`src/rtl/adc0832_pkg.sv`:
```
// Shared types and constants for the ADC0832 serial controller.
package adc0832_pkg;

    typedef enum logic [1:0] {
        ST_IDLE  = 2'd0,
        ST_SETUP = 2'd1,
        ST_CLOCK = 2'd2,
        ST_GAP   = 2'd3
    } state_t;

    localparam int unsigned PULSES       = 12;
    localparam int unsigned CFG_PULSES   = 3;
    localparam int unsigned NULL_PULSE   = 4;
    localparam int unsigned GAP_HALVES   = 2;
    localparam logic        SGL_BIT      = 1'b1;
    localparam int unsigned CLOCK_HALVES = 2 * PULSES;
    localparam int unsigned HALF_W       = 5;
    localparam int unsigned DATA_W       = 8;

    localparam logic [1:0] SEL_IDLE = 2'b00;
    localparam logic [1:0] SEL_CH0  = 2'b01;
    localparam logic [1:0] SEL_CH1  = 2'b10;
    localparam logic [1:0] SEL_ALT  = 2'b11;

    // DI level presented during a given 1-based clock pulse: start, SGL, ODD/SIGN, then zero.
    function automatic logic di_for_pulse(input logic [HALF_W-1:0] pulse, input logic ch);
        logic bit_v;
        bit_v = 1'b0;
        if (pulse == HALF_W'(1))
            bit_v = 1'b1;
        else if (pulse == HALF_W'(2))
            bit_v = SGL_BIT;
        else if (pulse == HALF_W'(CFG_PULSES))
            bit_v = ch;
        return bit_v;
    endfunction

endpackage

```
`src/rtl/adc0832_tick.sv`:
```
// Half-period tick generator for the ADC serial clock.
module adc0832_tick #(
    parameter int unsigned HALF_DIV = 64
) (
    input  logic clk,
    input  logic rst_n,
    input  logic clear,
    output logic tick_c
);

    localparam int unsigned CNT_W = (HALF_DIV > 1) ? $clog2(HALF_DIV) : 1;

    logic [CNT_W-1:0] cnt;

    assign tick_c = (cnt == CNT_W'(HALF_DIV - 1));

    // Count system clocks; wrap on every tick, restart on clear.
    always_ff @(posedge clk or negedge rst_n) begin
        if (!rst_n)
            cnt <= '0;
        else if (clear || tick_c)
            cnt <= '0;
        else
            cnt <= cnt + CNT_W'(1);
    end

endmodule

```
`src/rtl/adc0832_top.sv`:
```
// ADC0832 serial controller: drives CS/CLK/DI, shifts in results per channel.
module adc0832_top #(
    parameter int unsigned HALF_DIV = 64
) (
    input  logic       clk,
    input  logic       rst,
    input  logic [1:0] sel,
    input  logic       D0832,
    output logic       DI,
    output logic       cs,
    output logic       finish,
    output logic       clk_0832,
    output logic [7:0] data_CH0,
    output logic [7:0] data_CH1
);

    import adc0832_pkg::*;

    state_t              state, state_nx;
    logic [HALF_W-1:0]   half_cnt, half_nx;
    logic [HALF_W-1:0]   pulse_c;
    logic                ch, ch_nx;
    logic                mode_alt, mode_nx;
    logic                alt_ch, alt_nx;
    logic [DATA_W-1:0]   shreg, shreg_nx;
    logic                cs_nx, sclk_nx, di_nx, finish_nx;
    logic [DATA_W-1:0]   d0_nx, d1_nx;
    logic                tick_c;
    logic                clear_c;

    // Tick counter restarts on every state entry and is held in IDLE.
    assign clear_c = (state_nx != state) || (state == ST_IDLE);

    // Pulse number whose DI/sample is being set up at the current tick.
    assign pulse_c = (half_cnt >> 1) + HALF_W'(2);

    adc0832_tick #(
        .HALF_DIV (HALF_DIV)
    ) u_tick (
        .clk    (clk),
        .rst_n  (rst),
        .clear  (clear_c),
        .tick_c (tick_c)
    );

    // State and all output registers.
    always_ff @(posedge clk or negedge rst) begin
        if (!rst) begin
            state    <= ST_IDLE;
            half_cnt <= '0;
            ch       <= 1'b0;
            mode_alt <= 1'b0;
            alt_ch   <= 1'b0;
            shreg    <= '0;
            cs       <= 1'b1;
            clk_0832 <= 1'b0;
            DI       <= 1'b0;
            finish   <= 1'b0;
            data_CH0 <= '0;
            data_CH1 <= '0;
        end else begin
            state    <= state_nx;
            half_cnt <= half_nx;
            ch       <= ch_nx;
            mode_alt <= mode_nx;
            alt_ch   <= alt_nx;
            shreg    <= shreg_nx;
            cs       <= cs_nx;
            clk_0832 <= sclk_nx;
            DI       <= di_nx;
            finish   <= finish_nx;
            data_CH0 <= d0_nx;
            data_CH1 <= d1_nx;
        end
    end

    // Next-state and next-output logic for the frame sequencer.
    always_comb begin
        state_nx  = state;
        half_nx   = half_cnt;
        ch_nx     = ch;
        mode_nx   = mode_alt;
        alt_nx    = alt_ch;
        shreg_nx  = shreg;
        cs_nx     = cs;
        sclk_nx   = clk_0832;
        di_nx     = DI;
        finish_nx = 1'b0;
        d0_nx     = data_CH0;
        d1_nx     = data_CH1;

        unique case (state)
            ST_IDLE: begin
                cs_nx   = 1'b1;
                sclk_nx = 1'b0;
                di_nx   = 1'b0;
                if (sel != SEL_IDLE) begin
                    state_nx = ST_SETUP;
                    half_nx  = '0;
                    mode_nx  = (sel == SEL_ALT);
                    if (sel == SEL_CH0)
                        ch_nx = 1'b0;
                    else if (sel == SEL_CH1)
                        ch_nx = 1'b1;
                    else
                        ch_nx = alt_ch;
                    cs_nx = 1'b0;
                    di_nx = 1'b1;
                end
            end

            ST_SETUP: begin
                if (tick_c) begin
                    state_nx = ST_CLOCK;
                    half_nx  = '0;
                    sclk_nx  = 1'b1;
                end
            end

            ST_CLOCK: begin
                if (tick_c) begin
                    if (!half_cnt[0]) begin
                        // End of high half: falling edge, present next DI bit.
                        sclk_nx = 1'b0;
                        di_nx   = di_for_pulse(pulse_c, ch);
                        half_nx = half_cnt + HALF_W'(1);
                    end else if (half_cnt == HALF_W'(CLOCK_HALVES - 1)) begin
                        // End of the last low half: release CS and publish result.
                        state_nx  = ST_GAP;
                        half_nx   = '0;
                        cs_nx     = 1'b1;
                        sclk_nx   = 1'b0;
                        di_nx     = 1'b0;
                        finish_nx = !mode_alt || ch;
                        alt_nx    = ~ch;
                        if (ch)
                            d1_nx = shreg;
                        else
                            d0_nx = shreg;
                    end else begin
                        // End of low half: rising edge, sample data past the null bit.
                        sclk_nx = 1'b1;
                        half_nx = half_cnt + HALF_W'(1);
                        if (pulse_c > HALF_W'(NULL_PULSE))
                            shreg_nx = {shreg[DATA_W-2:0], D0832};
                    end
                end
            end

            ST_GAP: begin
                cs_nx   = 1'b1;
                sclk_nx = 1'b0;
                if (tick_c) begin
                    if (half_cnt == HALF_W'(GAP_HALVES - 1)) begin
                        state_nx = ST_IDLE;
                        half_nx  = '0;
                    end else begin
                        half_nx = half_cnt + HALF_W'(1);
                    end
                end
            end

            default: state_nx = ST_IDLE;
        endcase
    end

endmodule

```
`config.mk`:
```
export PLATFORM = sky130hd
export DESIGN_NAME = adc0832_top
export DESIGN_NICKNAME = d
export VERILOG_FILES = /design/src/rtl/adc0832_pkg.sv /design/src/rtl/adc0832_tick.sv /design/src/rtl/adc0832_top.sv
export SDC_FILE = /design/constraint.sdc
export NUM_CORES = 1
export LEC_CHECK = 0
export CORE_AREA = 4 4 90 92
export DETAILED_ROUTE_END_ITERATION = 8
export DIE_AREA = 0 0 94 96
export DONT_BUFFER_PORTS = 1
export GPL_TIMING_DRIVEN = 0
export HOLD_SLACK_MARGIN = 0.15
export PLACE_DENSITY = 0.48
export SLEW_MARGIN = 20
export SYNTH_ARGS = -nofsm -noshare
export SYNTH_HDL_FRONTEND = slang
export SYNTH_SLANG_ARGS = --single-unit
```
`constraint.sdc`:
```
create_clock -name clk -period 2.3 [get_ports clk]
set_clock_uncertainty 0.05 [all_clocks]
set_input_delay 0.46 -clock clk [delete_from_list [all_inputs] [get_ports clk]]
set_output_delay 0.46 -clock clk [all_outputs]
set_load 0.005 [all_outputs]
```
Word level (Yosys, flattened, before mapping)

Index checks and enable logic that the tools add are counted.

Bits in registers: 44
Logic and storage cells: 98
Output and inout bits: 20
Input port bits: 5

Reduce and logical (&&, ||, !) cells: 18
Order comparisons: 1
Bitwise gates (word level): 2
Muxes and demuxes: 41
Eq/ne operators: 20
$add $sub $neg: 3

Operators by type and width:

| kind                                                 | count |
|---|---|
| two-way mux 5 bit                                    | 7 |
| two-way mux 1 bit                                    | 21 |
| one-hot mux 5 bit (4 select lines)                   | 1 |
| AND reduction 5 bit                                  | 3 |
| two-way mux 2 bit                                    | 7 |
| AND reduction 4 bit                                  | 3 |
| equality test 5 x 1 -> 1 bit (second input constant) | 2 |
| equality test 5 x 2 -> 1 bit (second input constant) | 2 |
| equality test 2 bit (second input constant)          | 4 |
| != test 2 x 1 -> 1 bit (second input constant)       | 4 |
| one-hot mux 2 bit (4 select lines)                   | 1 |
| adder 6 x 1 -> 6 bit (second input constant)         | 1 |
| equality test 6 bit (second input constant)          | 1 |
| two-way mux 6 bit                                    | 1 |
| one-hot mux 1 bit (3 select lines)                   | 2 |
| adder 4 x 2 -> 5 bit (second input constant)         | 1 |
| adder 5 x 1 -> 5 bit (second input constant)         | 1 |
| equality test 5 bit (second input constant)          | 1 |
| > comparator 5 x 3 -> 1 bit (second input constant)  | 1 |
| equality test 2 x 1 -> 1 bit (second input constant) | 2 |
| != test 2 bit (second input constant)                | 2 |
| AND reduction 2 bit                                  | 2 |
| nonzero test 2 bit                                   | 2 |
| logical OR 1 bit                                     | 3 |
| 9 further kinds                                      | 10 |

Longest topological paths before layout

Gate-level depths: netlist of run 1.

Word-level depth: 9
Mapped depth: 8
Mapped depth without buffers: 6

Modules after synthesis

A second synthesis of run 1 with hierarchy kept.

Cell total of the unflattened synthesis: 188
Area total of the unflattened synthesis: 2,145.8 µm²

By module, submodules not included:

| module       | area an instance (µm²) | instances | seq. area each (µm²) | cells each |
|---|---|---|---|---|
| adc0832_top  | 1,874.3                | 1         | 952.2                | 161 |
| adc0832_tick | 271.5                  | 1         | 150.1                | 27 |

Worst setup path before layout of run 1

Ideal clock, no wire load.

Path type: register to register
From: register half_cnt[2]
To: register shreg[0]
Stages on the path, launching flop included: 6
Path buffers: 0
Required time: 2.125 ns
Slack: 0.263 ns
Library setup time: 0.125 ns
Arrival time: 1.862 ns
Period minus slack after synthesis: 2.037 ns
Path through: dfrtp_1 > inv_1 > ha_1 > o21ai_0 > a2111oi_4 > mux2_2

Word-level cells in the longest chain between the ends: 3
Elaborated cells between the ends (all ways): 5
Classes of those cells: 1 x add/sub; 1 x order compare; 1 x eq/ne; 1 x bitwise; 1 x reduce/logical

RTL lines:

| element                                                              | line                                  | RTL |
|---|---|---|
| start: declaration                                                   | adc0832_top.sv:20                     | `logic [HALF_W-1:0] half_cnt, half_nx;` |
| start signal: assignment                                             | adc0832_top.sv:63                     | `half_cnt <= half_nx;` |
| adder 4 x 2 -> 5 bit / equality test 5 bit (equally long branches)   | adc0832_top.sv:35, adc0832_top.sv:127 |  |
| > comparator 5 x 3 -> 1 bit / inverter 1 bit (equally long branches) | --                                    |  |
| AND reduction 5 bit (no source line) *                               | --                                    |  |
| end signal: assignment                                               | adc0832_top.sv:67                     | `shreg <= shreg_nx;` |
| end: declaration                                                     | adc0832_top.sv:25                     | `logic [DATA_W-1:0] shreg, shreg_nx;` |

Mark *: on every way between the ends. The rest lies on a longest branch, timed or not.
A chain may end at the register's enable or synchronous reset.

Final worst setup path of run 1

From: register state[0]
To: register shreg[7]

Word-level cells in the longest chain between the ends: 2

RTL lines:

| element                              | line              | RTL |
|---|---|---|
| start: declaration                   | adc0832_top.sv:19 | `state_t state, state_nx;` |
| start signal: assignment             | adc0832_top.sv:62 | `state <= state_nx;` |
| equality test 2 bit                  | adc0832_top.sv:92 | `unique case (state)` |
| AND reduction 5 bit (no source line) | --                |  |

No other way between the ends.

==> results of run 1 <==
-- final timing paths --
path / start / end / slack (ps)
worst max-delay path: state[0] / shreg[7] / 140
worst min-delay path: sel[1] / mode_alt / 240
worst max register to register: state[0] / shreg[7] / 140
worst min register to register: u_tick.cnt[0] / u_tick.cnt[0] / 410
max in group asynchronous: rst / cs / 1300
min in group asynchronous: rst / half_cnt[1] / 620
-- stage by stage --
stage,instance area [um^2],util (%),hold slack (ps),power (mW)
after global routing,2440,33.9,230,1.49
after detailed placement,2250,31.2,117,0.789
after global placement,2250,31.2,116,0.789
after CTS,2420,33.6,229,1.46
after floorplan,2120,-,114,0.789
final,2440,33.9,238,1.43
-- worst max-delay path: cells and delay by family (launching register included) --
family                   cells  cell delay [ps]
flip-flops                   1              440
AND/OR/NAND/NOR              1              130
multiplexers                 1              340
AO/OA/AOI/OAI                1              320
adder cells (fa/ha/maj)      1              190
buffers and inverters        3              570
-- synthesized netlist by cell type (all sizes together) (3+ instances only) --
library cell  number
mux2              24
ha                10
dfrtp             43
clkbuf             4
nand2             10
buf                3
a21oi             11
a21o               3
nor2              16
o21ai              7
nand3              6
inv                9
or4                4
o31ai              3
-- power by group through the flow --
stage          clock network [mW]  logic (mW)  registers, mW
2_1_floorplan                   0    0.000869          0.788
3_3_place_gp                    0     0.00107          0.788
3_5_place_dp                    0     0.00104          0.788
4_1_cts                     0.658      0.0245          0.773
5_1_grt                     0.688      0.0265          0.773
6_report                    0.633      0.0227          0.773
-- metal layers --
metal | up-vias | GRT usage [%] | wire (um)
met5 | - | 0 | 0
met2 | 34 | 15.1 | 1840
met4 | 0 | 3.25 | 42
met1 | 702 | 14.0 | 2100
met3 | 5 | 3.99 | 317
li1 | 678 | - | -
-- registers in the layout, indices dropped and copies added (netlist names), 2 cells and up --
| name | flops |
|---|---|
| u_tick.cnt | 6 |
| data_CH0 | 8 |
| data_CH1 | 8 |
| shreg | 8 |
| state | 2 |
| half_cnt | 5 |
-- cell type report --
type                       instances  area [um^2]
clock inverter                     2         38.8
inverter                           9         33.8
sequential                        44         1100
fill                             764         4770
tap                               99          124
clock buffer                       6         82.6
multi-input combinational        125          980
buffer                             7         35.0
timing repair buffer               3         45.0
-- cells by family after synthesis --
logic type | after synthesis
AO/OA/AOI/OAI | 35
XOR/XNOR | 4
adder cells (fa/ha/maj) | 10
buffers and inverters | 16
flip-flops | 44
multiplexers | 24
AND/OR/NAND/NOR | 52
-- what timing repair did --
item	in CTS	in global routing
endpoints found under the setup margin	16	21
setup buffers	1	0
endpoints found under the hold margin	44	0
hold buffers	2	0
resized for setup	3	3
pin swaps	1	0
==> impl_metrics.toml, run 1 <==
[pwr]
p_switching_uw = 294
peakVddDrop_mv = 0.200
p_sw_share_pct = 20.6
power.density_nw_per_um2 = 585
internal-power_mw = 1.13
power.leakage_nw = 1.10
pwr-share-seq_pct = 54.1
comb_power_share_pct = 1.6
p_clk_share_pct = 44.3

[placement]
dpl.cell_count = 284
port_buffers = 0
dp_slack_ps = -130
gp_congestion = 0.742
hpwl_mm = 2.92

[global_routing]
antenna_found_initial = 0
grt_pass1_wl_mm = 7.24
grt_start_max_net_pins = 45
grt_use_total_pct = 10.3
grt.overflow.total = 0
grt_pass1_vias = 1423

[sta]
final_hold_viol_count = 0
final_max_slew_viol_count = 0
setup_violations = 0
fin_crit_sh_pct = 94.1
setup_slack_ps = 136
period_minus_slack_ps = 2160
rsz0062_at_grt = "false"
worstMarginPinSlew_ps = 680
tns_ps = 0
max_freq_mhz = 462
slew_headroom_pct = 54.7

[synthesis]
synth_edf_count = 0
synth_nets = 200
synth_top_family_by_area = "simple AND/OR/NAND/NOR gates"
synth_top_area_share_pct = 50.6
synth_area_leader_cell = "dfrtp_1"
synth_area_leaders = "dfrtp_1 (51%), mux2_2 (13%), ha_1 (5.9%)"
synthArstFlopShare_pct = 100
avgSynthCellArea_um2 = 11.5
syn_inst = 185
synth_seq_area_share_pct = 51.9
synthSimpleGateAreaFrac_pct = 13.3
synth_compound_gate_area_share_pct = 11.4
synth_fa_ha_area_share_pct = 5.89
synth_cell_types = 44
ys_ff_latch = 44
synth_xor_area_share_pct = 1.65
syn-cell-area_um2 = 2120
synth_flop_cell = "dfrtp_1"
muxShareOfSynthArea_pct = 12.7
yosysWarnings = 0

[layout]
final_cell_mix = "dfrtp_1 (42), mux2_2 (24), nor2_1 (15), a21oi_1 (11), ha_1 (10)"
drive_gt1_share_pct = 24.5
antenna_cells = 0
final_common_cell = "dfrtp_1"
fin_cells = 295
layout.nets = 210
syn2layout_area_growth_pct = 15.0

[cts]
cts_tree = "built"
clockBufferDepth = 2
clk_pin_slew_worst_paths_ps = 80
cts_sinks = 44
cts_buffers = 5
root_buffer = "clkbuf_8"
cts_max_level = 2
clock_latency_ps = 290

[critical_path]
crit_arrival_ps = 2300
cpMaxStageDelayCell = "dfrtp_1"
path_cells = "inv_1 > ha_1 > clkbuf_2 > nand2_1 > a2111oi_4 > buf_4 > mux2_2"
ff2ff_path_depth = 7
critPathKind = "reg -> reg"
cpPeakStageDelay_ps = 440
crit_required_ps = 2440
crit_fanout = 10
start_kind = "register"
end_kind = "register"

[floorplan]
core.rowCount = 31
die_area_um2 = 9020
die_h_um = 96
core_region_area_um2 = 7210
die_x_um = 94
initial_core_util_pct = 29.4
ios = 25

[route]
viasPerCell = 4.81
route.detailed.drc = 0
routedWlPerCell_um = 14.6
vias = 1419
drt_wl_total_mm = 4.30
ant_nets = 0
initialDrtViolationCount = 67
first_pass_iters = 4

[job]
drv_cap = 0

[worst_hold_path]
hold_class = "in -> reg"
min_path_cells = 2

[outcome]
status = "complete, no violations"
No activity file was read; power rests on OpenSTA's default activity.
==> inputs of run 2 (changes only) <==
--- a/config.mk
+++ b/config.mk
@@ -5,13 +5,13 @@
 export SDC_FILE = /design/constraint.sdc
 export NUM_CORES = 1
 export LEC_CHECK = 0
-export CORE_AREA = 4 4 90 92
+export CORE_AREA = 4 4 64 66
 export DETAILED_ROUTE_END_ITERATION = 8
-export DIE_AREA = 0 0 94 96
+export DIE_AREA = 0 0 68 70
 export DONT_BUFFER_PORTS = 1
 export GPL_TIMING_DRIVEN = 0
 export HOLD_SLACK_MARGIN = 0.15
-export PLACE_DENSITY = 0.48
+export PLACE_DENSITY = 0.81
 export SLEW_MARGIN = 20
 export SYNTH_ARGS = -nofsm -noshare
 export SYNTH_HDL_FRONTEND = slang
==> run 2 against run 1 <==
  * Clock power shrank 24%
  * Fmax grew 0.39%
  * Global-route usage grew 9.0 points
==> impl_metrics.toml, run 2 (synthesized netlist as in run 1, its figures left out) <==
[cts]
clk_pin_slew_worst_paths_ps = 130
root_buffer = "clkbuf_4"
clockBufferDepth = 2
clock_latency_ps = 350
cts_tree = "built"
cts_sinks = 44
cts_max_level = 2
cts_buffers = 5

[layout]
layout.nets = 212
final_cell_mix = "dfrtp_1 (41), mux2_2 (24), nor2_1 (15), a21oi_1 (11), ha_1 (10)"
syn2layout_area_growth_pct = 10.3
n_fill_cell = 269
drive_gt1_share_pct = 25.3
postLayoutCoreUtil_pct = 65.5
antenna_cells = 0
final_common_cell = "dfrtp_1"
reg_top3 = "data_CH0: 8 flops, data_CH1: 8 flops, shreg: 8 flops"

[pwr]
p_sw_share_pct = 20.9
internal-power_mw = 1.01
pwr-share-seq_pct = 60.5
p_clk_share_pct = 37.9
power.leakage_nw = 1.08
peakVddDrop_mv = 0.508
p_total_mw = 1.28
p_switching_uw = 267
comb_power_share_pct = 1.6
power.density_nw_per_um2 = 545

[global_routing]
grt_start_max_net_pins = 45
grt.overflow.total = 0
grt_pass1_vias = 1478
grt_pass1_wl_mm = 7.02
antenna_found_initial = 0
grt_use_total_pct = 19.3

[critical_path]
path_buf_inv = 3
start_kind = "register"
crit_required_ps = 2510
regToRegStartpoint = "state[0]"
critPathTopFamily = "buffers and inverters"
cpMaxStageDelayCell = "dfrtp_1"
crit_fanout = 10
r2r_end = "shreg[6]"
ff2ff_path_depth = 7
r2r_slack_ps = 140
cpPeakStageDelay_ps = 450
crit_arrival_ps = 2360
critPathKind = "reg -> reg"
path_cells = "inv_1 > ha_1 > clkbuf_2 > nand2_1 > a2111oi_4 > buf_4 > mux2_2"
end_kind = "register"

[route]
wl_met3_um = 223
ant_nets = 0
vias = 1465
route.detailed.drc = 0
met1_length_mm = 1.68
drt_wl_total_mm = 4.07
routed.top_layer = "met4"
wl_met2_mm = 2.10
viasPerCell = 5.96
initialDrtViolationCount = 100
first_pass_iters = 4
routedWlPerCell_um = 16.5

[sta]
max_freq_mhz = 464
period_minus_slack_ps = 2160
worstMarginPinSlew_ps = 631
final_max_slew_viol_count = 0
setup_violations = 0
setup_slack_ps = 144
fin_crit_sh_pct = 93.7
final_hold_viol_count = 0
timing.hold.ws_ps = 174
tns_ps = 0
rsz0062_at_grt = "false"
slew_headroom_pct = 57.9

[floorplan]
core_region_area_um2 = 3580
initial_core_util_pct = 59.4
ios = 25
die_h_um = 70
die_area_um2 = 4760
core.rowCount = 22
die_x_um = 68

[placement]
hpwl_mm = 2.86
gp_congestion = 0.917
dp_slack_ps = -60.9
port_buffers = 0

[outcome]
status = "complete, no violations"

[worst_hold_path]
hold_class = "in -> reg"
min_path_cells = 2
min_from = "sel[1]"
holdPathEnd = "mode_alt"

[job]
drv_cap = 0
-- run 2: changes by cell type in the layout (fill, tap and decap cells not counted) --
cell        previous run  this run
dfrtp_1               42        41
a221oi_1               0         1
clkinv_4               1         0
buf_12                 0         1
inv_6                  0         1
buf_16                 1         0
a221oi_2               1         0
clkinvlp_4             0         1
clkbuf_4               1         6
clkbuf_8               6         0
dfrtp_2                1         2
buf_4                  1         3
-- run 2: per-stage QoR --
| step | std cells | cell area [um^2] |
|---|---|---|
| after floorplan | 185 | 2120 |
| after global placement | 233 | 2180 |
| after detailed placement | 233 | 2180 |
| after CTS | 244 | 2310 |
| after global routing | 246 | 2340 |
| final | 246 | 2340 |
-- run 2: what timing repair did --
| action | CTS | global route |
|---|---|---|
| buffers inserted | 1 | 2 |
| resized for setup | 2 | 4 |
| pin swaps | 1 | 0 |
| hold buffers | 2 | 0 |
| endpoints found under the setup margin | 16 | 20 |
| endpoints found under the hold margin | 44 | 0 |
-- run 2: power groups by stage --
stage / registers [mW] / logic [mW] / clock network, mW
after floorplan: 0.788 / 0.000869 / 0
after global placement: 0.788 / 0.000978 / 0
after detailed placement: 0.788 / 0.00112 / 0
after CTS: 0.774 / 0.0216 / 0.495
after global routing: 0.774 / 0.0237 / 0.529
final: 0.774 / 0.0204 / 0.484
-- run 2: how the worst max path moves through the flow --
stage / slack (ps) / end / cells after the start / start
after floorplan: 260 / shreg[0] / 5 / half_cnt[2]
after global placement: 9 / data_CH0[1] / 6 / half_cnt[0]
after detailed placement: -60 / data_CH0[0] / 6 / half_cnt[0]
after CTS: 0.2 / data_CH1[7] / 7 / half_cnt[0]
after global routing: 50 / shreg[7] / 7 / state[0]
final: 140 / shreg[6] / 7 / state[0]
-- run 2: cell type report --
class	count	area (um^2)	area share (%)
Clock buffer	5	37.5	1.60
Sequential cell	44	1100	47.1
Timing Repair Buffer	5	52.6	2.24
Clock inverter	3	46.3	1.98
Multi-Input combinational cell	125	973	41.5
Buffer	7	35.0	1.49
Tap cell	48	60.1	2.56
Inverter	9	33.8	1.44
-- run 2: metal layers --
layer / global-route usage [%] / vias up
li1: - / 687
met1: 25.2 / 729
met2: 30.5 / 41
met3: 5.14 / 8
met4: 6.84 / 0
met5: 0 / -
-- run 2: worst register-to-register path, delay by kind of cell (launching register included) --
| family | cells | cell delay [ps] |
|---|---|---|
| adders and majority gates | 1 | 200 |
| buffers and inverters | 3 | 590 |
| DFF | 1 | 450 |
| and+or+nand+nor | 1 | 120 |
| AOI/OAI and AO/OA | 1 | 310 |
| muxes | 1 | 350 |
==> inputs of run 3 (changes only) <==
--- a/config.mk
+++ b/config.mk
@@ -5,13 +5,14 @@
 export SDC_FILE = /design/constraint.sdc
 export NUM_CORES = 1
 export LEC_CHECK = 0
-export CORE_AREA = 4 4 64 66
+export CORE_AREA = 4 4 75 77
 export DETAILED_ROUTE_END_ITERATION = 8
-export DIE_AREA = 0 0 68 70
+export DIE_AREA = 0 0 79 81
 export DONT_BUFFER_PORTS = 1
+export GPL_ROUTABILITY_DRIVEN = 1
 export GPL_TIMING_DRIVEN = 0
 export HOLD_SLACK_MARGIN = 0.15
-export PLACE_DENSITY = 0.81
+export PLACE_DENSITY = 0.62
 export SLEW_MARGIN = 20
 export SYNTH_ARGS = -nofsm -noshare
 export SYNTH_HDL_FRONTEND = slang
==> run 3 against run 2 <==
  * First-iteration DRC count is 32% lower
  * Core utilization is 18 points lower
  * Critical path depth decreased by 1
  * Die area up 34%
  * Cell area increased by 2.2%
  * Flip-flop and latch count unchanged
  * Sequential share of layout area fell by 1.1 points
  * Total power increased by 11%
  * Critical path type unchanged
  * Largest cell class unchanged
  * Highest routed layer unchanged
==> impl_metrics.toml, run 3 (synthesized netlist as in run 1, its figures left out) <==
[outcome]
status = "complete, no violations"

[layout]
seqCellArea_um2 = 1100
layout.nets = 210
final_cell_mix = "dfrtp_1 (42), mux2_2 (24), nor2_1 (15), a21oi_1 (11), ha_1 (10)"
multi_input_area_um2 = 968
final_common_cell = "dfrtp_1"
n_fill_cell = 472
fin_area_um2 = 2390
syn2layout_area_growth_pct = 12.7
reg_top3 = "data_CH0: 8 flops, data_CH1: 8 flops, shreg: 8 flops"
antenna_cells = 0
drive_gt1_share_pct = 23.5

[placement]
port_buffers = 0
placed_cell_area_um2 = 2210
hpwl_mm = 2.66
gp_congestion = 0.788

[sta]
final_hold_viol_count = 0
timing.hold.ws_ps = 235
max_freq_mhz = 466
setup_violations = 0
fin_crit_sh_pct = 93.2
rsz0062_at_grt = "false"
tns_ps = 0
final_max_slew_viol_count = 0
slew_headroom_pct = 56.8
worstMarginPinSlew_ps = 648
period_minus_slack_ps = 2140

[global_routing]
grt.overflow.total = 0
antenna_found_initial = 0
grt_pass1_wl_mm = 6.85
grt_pass1_vias = 1406
grt_use_total_pct = 13.8
grt_start_max_net_pins = 45

[route]
vias = 1381
viasPerCell = 5.19
ant_nets = 0
drt_wl_total_mm = 3.87
routedWlPerCell_um = 14.6
first_pass_iters = 4
route.detailed.drc = 0
initialDrtViolationCount = 68

[floorplan]
initial_core_util_pct = 42.4
ios = 25
core.rowCount = 26
die_x_um = 79
core_region_area_um2 = 5010
die_h_um = 81
die_area_um2 = 6400

[critical_path]
crit_fanout = 8
crit_start = "half_cnt[2]"
crit_required_ps = 2440
regToRegStartpoint = "half_cnt[2]"
ff2ff_path_depth = 6
start_kind = "register"
critPathKind = "reg -> reg"
r2r_end = "shreg[6]"
crit_arrival_ps = 2280
r2r_slack_ps = 160
end_kind = "register"

[cts]
cts_max_level = 2
cts_buffers = 5
cts_sinks = 44
clk_pin_slew_worst_paths_ps = 80
clockBufferDepth = 2
clock_latency_ps = 300
root_buffer = "clkbuf_8"
cts_tree = "built"

[pwr]
peakVddDrop_mv = 0.346
power.leakage_nw = 1.10
power.density_nw_per_um2 = 593
p_total_mw = 1.42

[worst_hold_path]
holdPathEnd = "mode_alt"
hold_class = "in -> reg"
min_from = "sel[1]"
min_path_cells = 2

[job]
drv_cap = 0
==> run 3: through the flow <==
stage / util, % / std cells / setup WS [ps]
final: 47.8 / 266 / 156
after global routing: 47.8 / 266 / 27.0
after CTS: 47.6 / 266 / 51.1
after detailed placement: 44.2 / 255 / -91.1
after global placement: 44.2 / 255 / -90.5
after floorplan: - / 185 / 263
==> run 3: cell type report <==
type	instances	area share [%]
flip-flops and latches	44	46.1
multi-input cells	125	40.4
well taps	70	3.66
clock buffers	6	3.45
repair buffers	3	1.88
clock inverters	2	1.62
plain buffers	7	1.46
inverters	9	1.41
==> run 3: worst max-delay path by stage <==
stage             endpoint  slack [ps]  depth (start not counted)
3_5_place_dp   data_CH0[6]         -90                          6
3_3_place_gp   data_CH0[3]         -90                          6
4_1_cts           shreg[2]          50                          7
5_1_grt                 DI          30                          7
6_report          shreg[6]         160                          6
2_1_floorplan     shreg[0]         260                          5
==> run 3: worst max-delay path, cell delays in order, from the launching register on <==
cell and delay [ps]:
dfrtp_1 470, inv_1 120, ha_1 310, o21ai_0 140, a2111oi_4 370, buf_4 240
mux2_2 340
==> run 3: repair_timing <==
item / in CTS / in global routing
endpoints found under the setup margin: 16 / 24
endpoints found under the hold margin: 44 / 0
pin swaps: 1 / 0
hold buffers: 2 / 0
setup buffers: 1 / 0
resized for setup: 2 / 3
==> run 3: power breakdown <==
| group | leakage (nW) | total [mW] | internal, mW | switching (mW) |
|---|---|---|---|---|
| Combinational | 0.464 | 0.0223 | 0.00658 | 0.0158 |
| Clock | 0.0614 | 0.626 | 0.355 | 0.271 |
| Sequential | 0.571 | 0.773 | 0.773 | 0 |
==> run 3: per-layer routing <==
metal / track usage, % / share of wire (%) / vias to the layer above
li1: - / - / 676
met2: 19.9 / 44 / 23
met4: 4.64 / 1.4 / 0
met5: 0 / 0 / -
met1: 19.4 / 49 / 677
met3: 4.66 / 5.3 / 5
